## src/rtl/event_order_sequencer.sv

```systemverilog
// Serializes per-channel event strobes onto one valid/ready port,
// oldest timestamp first, non-deferred before deferred on equal age.
//
// Ports:
//   clk          : clock, all state on posedge
//   rst          : synchronous active-high reset
//   ev_in        : per-channel event strobe (one event per high cycle)
//   out_valid    : an event is presented
//   out_ready    : consumer accepts; pop on out_valid && out_ready
//   out_ch       : channel of the presented event
//   out_ts       : timestamp captured with the presented event
//   out_deferred : presented channel is a deferred channel
//   now_ts       : free-running timestamp counter
//   overflow     : sticky per-channel drop flags
module event_order_sequencer #(
  parameter int                NUM_CH     = 4,
  parameter int                TS_W       = 16,
  parameter logic [NUM_CH-1:0] DEFER_MASK = '0,
  parameter bit                RR_MODE    = 1'b0
) (
  input  logic                      clk,
  input  logic                      rst,
  input  logic [NUM_CH-1:0]         ev_in,
  output logic                      out_valid,
  input  logic                      out_ready,
  output logic [$clog2(NUM_CH)-1:0] out_ch,
  output logic [TS_W-1:0]           out_ts,
  output logic                      out_deferred,
  output logic [TS_W-1:0]           now_ts,
  output logic [NUM_CH-1:0]         overflow
);

  localparam int CH_W = $clog2(NUM_CH);

  logic [NUM_CH-1:0] pending;
  logic [TS_W-1:0]   ts_q [NUM_CH];
  logic [CH_W-1:0]   rr_ptr;

  logic [CH_W-1:0]   start;
  logic [CH_W:0]     idx;
  logic [TS_W-1:0]   age;
  logic              cand_def;
  logic              sel_found;
  logic [CH_W-1:0]   sel_ch;
  logic [TS_W-1:0]   sel_age;
  logic [TS_W-1:0]   sel_ts;
  logic              sel_def;
  logic              pop;
  logic [NUM_CH-1:0] pop_vec;

  // Scan starts at the RR pointer (or 0), so only a strictly better
  // candidate replaces the current one and ties go to scan order.
  always_comb begin
    start     = RR_MODE ? rr_ptr : '0;
    idx       = '0;
    age       = '0;
    cand_def  = 1'b0;
    sel_found = 1'b0;
    sel_ch    = '0;
    sel_age   = '0;
    sel_ts    = '0;
    sel_def   = 1'b0;
    for (int k = 0; k < NUM_CH; k++) begin
      idx = {1'b0, start} + (CH_W+1)'(k);
      if (idx >= (CH_W+1)'(NUM_CH))
        idx = idx - (CH_W+1)'(NUM_CH);
      // Modular age keeps ordering correct across counter wrap.
      age      = now_ts - ts_q[idx[CH_W-1:0]];
      cand_def = DEFER_MASK[idx[CH_W-1:0]];
      if (pending[idx[CH_W-1:0]]) begin
        if (!sel_found || age > sel_age ||
            (age == sel_age && sel_def && !cand_def)) begin
          sel_found = 1'b1;
          sel_ch    = idx[CH_W-1:0];
          sel_age   = age;
          sel_ts    = ts_q[idx[CH_W-1:0]];
          sel_def   = cand_def;
        end
      end
    end
  end

  assign out_valid    = !rst && (|pending);
  assign out_ch       = out_valid ? sel_ch  : '0;
  assign out_ts       = out_valid ? sel_ts  : '0;
  assign out_deferred = out_valid ? sel_def : 1'b0;
  assign pop          = out_valid && out_ready;

  always_comb begin
    pop_vec = '0;
    if (pop)
      pop_vec[sel_ch] = 1'b1;
  end

  always_ff @(posedge clk) begin
    if (rst) begin
      pending  <= '0;
      overflow <= '0;
      rr_ptr   <= '0;
      now_ts   <= '0;
      for (int i = 0; i < NUM_CH; i++)
        ts_q[i] <= '0;
    end else begin
      now_ts <= now_ts + TS_W'(1);
      for (int i = 0; i < NUM_CH; i++) begin
        // A slot being popped this cycle is free for a new capture.
        if (ev_in[i] && (!pending[i] || pop_vec[i])) begin
          pending[i] <= 1'b1;
          ts_q[i]    <= now_ts;
        end else if (ev_in[i]) begin
          overflow[i] <= 1'b1;
        end else if (pop_vec[i]) begin
          pending[i] <= 1'b0;
        end
      end
      if (pop && RR_MODE) begin
        if (sel_ch == CH_W'(NUM_CH-1))
          rr_ptr <= '0;
        else
          rr_ptr <= sel_ch + CH_W'(1);
      end
    end
  end

endmodule
```

## config.mk

```make
export PLATFORM = sky130hd
export DESIGN_NAME = event_order_sequencer
export DESIGN_NICKNAME = d
export VERILOG_FILES = /design/src/rtl/event_order_sequencer.sv
export SDC_FILE = /design/constraint.sdc
export NUM_CORES = 1
export LEC_CHECK = 0
export CAP_MARGIN = 20
export CORE_MARGIN = 2
export CORE_UTILIZATION = 50
export CTS_BUF_LIST = sky130_fd_sc_hd__clkbuf_8
export CTS_CLUSTER_DIAMETER = 40
export DETAILED_ROUTE_END_ITERATION = 10
export PLACE_DENSITY = 0.69
export SLEW_MARGIN = 20
export SYNTH_ARGS = -nofsm -noshare
export SYNTH_HDL_FRONTEND = slang
export SYNTH_SLANG_ARGS = --single-unit
export TNS_END_PERCENT = 20
```

## constraint.sdc

```tcl
create_clock -name clk -period 28.6 [get_ports clk]
set_input_delay 5.72 -clock clk [delete_from_list [all_inputs] [get_ports clk]]
set_output_delay 5.72 -clock clk [all_outputs]
set_load 0.05 [all_outputs]
```

==> impl_metrics.ini <==
[pwr]
cellPowerDensity_nw_per_um2 = 45.0
irDropWorstVdd_mv = 0.0364
p_leak_nw = 3.83

[yosys]
async_reset_ff_frac = 0
synth_top_area_share = 0.230
synth_area_um2 = 8340
ys_top_cells_by_area = edfxtp_1, ha_1, dfxtp_1, a21oi_1, nor2_1
yosysMostFrequentCell = ha_1
yosys_most_used_dff = edfxtp_1
syn-num-nets = 1120
ys_seq_area_frac = 0.288
synth-edff-count = 64
synth_common_cells = ha_1, nor2_1, inv_1, a21oi_1, nand2_1
syn_avg_cell_area_um2 = 8.34
synth_cell_types = 75
synthCells = 1000
yosysWarnings = 0
synth-seq-cells = 88
netlist.top_cell.by_area = edfxtp_1

[clock_tree]
holdBufCountCts = 0
clk_latency_ns = 0.40
cts_resized = 0
clockBufferDepth = 2
post_cts_buffers = 0
cts_tree = done
cts_made_buffers = 9
clk_pin_slew_ns = 0.10
cts_htree_levels = 3
cts_root_buf = clkbuf_8
cts_sinks = 88

[drt]
ant_nets = 0
wl_per_cell_um = 18.9
wl_um = 23700
via_per_inst = 5.80
vias = 7298
first_pass_iters = 5
drc = 0
drtIter0Drc = 598

[worst_setup_path]
critPathSlowestCell = dfxtp_1
r2r_cells = 39
r2r-end = ts_q[2][0]
path_max_fanout = 36
cp_data_required_time_ns = 22.88
cp_slowest_stage_delay_ns = 0.84
cp-start-kind = flop
path_class = flop to output pin
r2r_slack_ns = 17.55
r2r_start = now_ts[2]
cp.arrival_ns = 10.60
endpoint_kind = output pin

[worst_hold_path]
holdPathEnd = overflow[0]
min_from = overflow[0]
holdPathStages = 2
min_path_type = flop to flop

[flow_run]
max_cap_violations = 0

[sta]
setup_tns_ns = 0
fin_hold_ws_ns = 0.455
worst_pin_slew_ns = 0.986
setup_viol = 0
min_period_over_period = 0.571
rsz0062_at_grt = false
skew_ns = 0.0148
fmax_mhz = 61.3
period_needed_ns = 16.32
finalHoldViolCount = 0
relSlewSlack = 0.342
slew_violations = 0

[global_route]
grt_pass1_wl_um = 37200
antenna_found_initial = 0
grtUsageTotal = 0.274
grt-ovfl-total = 0
grt_max_degree = 51
first_global_vias = 6877

[finish]
regArea_um2 = 2400
drive_gt1_frac = 0.0597
fillCellCount = 1580
fin_nets = 1153
insertedDiodeCount = 0
area_growth_pct = 10.4
multiInputGateArea_um2 = 5470

[die]
fp.dieH_um = 133
die_area_um2 = 17700
rows = 47
initial_core_util = 0.507
io_pins = 47
core_area_um2 = 16500
die_w_um = 133

[placed_design]
dpl.hpwl_um = 18300
io_buffers = 45
gp_congestion = 0.939

[run_status]
outcome = completed
[layer usage]
layer	GRT usage	vias up	wire, µm
met5	0	-	0
met4	0.112	0	870
met3	0.0350	55	1300
met2	0.446	229	10800
met1	0.371	3371	10800
li1	-	3643	-
[final cells by class]
cell class,instances,area share
Timing Repair Buffer,59,0.0597
Clock buffer,10,0.0149
Sequential cell,88,0.261
Tap cell,220,0.0299
Clock inverter,6,0.00597
Multi-Input combinational cell,788,0.593
Inverter,87,0.0354
[how the worst max path moves through the flow]
stage                 endpoint  cells past startpoint      start  slack (ns)
floorplan            out_ch[1]                     40  now_ts[0]       14.09
detailed placement   out_ts[1]                     40  now_ts[2]       12.56
global placement    out_ts[14]                     39  now_ts[2]       12.78
global route         out_ts[1]                     40  now_ts[2]       11.41
finish               out_ts[1]                     40  now_ts[2]       12.28
CTS                  out_ts[1]                     40  now_ts[2]       12.08
[critical path, delay by kind of cell (launching register included)]
family	cells	cell delay [ns]
xor+xnor	1	0.26
simple gates	15	3.04
compound gates	16	3.18
flops	1	0.84
fa+ha+maj	4	1.37
buf+inv	4	1.50
[state kept, by name (all words and copies together), names as in the netlist]
signal	count
now_ts	16
overflow	4
pending	4
ts_q	64
[cell usage in the layout (no fill, tap or decap), types with 4 or more instances in the layout]
cell	synthesis	layout
nor3_1	29	29
nand4_1	12	12
a21oi_1	79	78
dfxtp_1	24	24
nor3_2	10	10
nor2_1	100	100
o21bai_1	5	5
inv_1	85	85
xor2_1	21	21
and3_1	9	9
a21o_1	30	30
buf_4	1	14
a31oi_1	6	6
o21a_1	21	21
mux2i_1	4	4
inv_6	0	5
edfxtp_1	64	64
nand2b_1	25	25
xnor2_1	38	38
nor2b_1	14	14
nand2_1	72	71
a211oi_1	6	6
ha_1	109	109
o31a_1	7	7
nor4_1	7	7
o22ai_1	11	11
fa_1	4	4
o21ai_0	54	54
nand3_1	31	31
a211o_1	5	5
o211ai_1	5	5
and2_1	17	17
clkbuf_8	0	10
clkdlybuf4s50_1	0	44
or3_1	4	4
a21boi_0	5	5
[report_power, final]
part / internal (W) / leakage, nW / switching (W)
registers: 0.000144 / 0.892 / 0.00000520
clock network: 0.0000362 / 0.101 / 0.0000538
logic: 0.0000679 / 2.84 / 0.000107
total: 0.000248 / 3.83 / 0.000166
[per-stage QoR]
stage	utilization	setup WS [ns]	total power (W)	std cells	cell area (µm²)
global route	0.560	11.41	0.000440	1258	9220
global placement	0.548	12.78	0.000323	1242	9020
CTS	0.559	12.08	0.000414	1258	9210
floorplan	-	14.09	0.000279	1000	8340
finish	0.560	12.28	0.000414	1258	9220
detailed placement	0.548	12.56	0.000325	1242	9020
[kinds of logic after synthesis]
logic type               after synthesis  share of synthesized area
adder cells (fa/ha/maj)              113                      0.173
other                                  1                   0.000449
buffers and inverters                124                     0.0585
XOR/XNOR                              59                     0.0619
AO/OA/AOI/OAI                        267                      0.209
flip-flops                            88                      0.288
multiplexers                           4                    0.00480
AND/OR/NAND/NOR                      344                      0.205
Note: power is estimated with default switching activity, not from simulation.
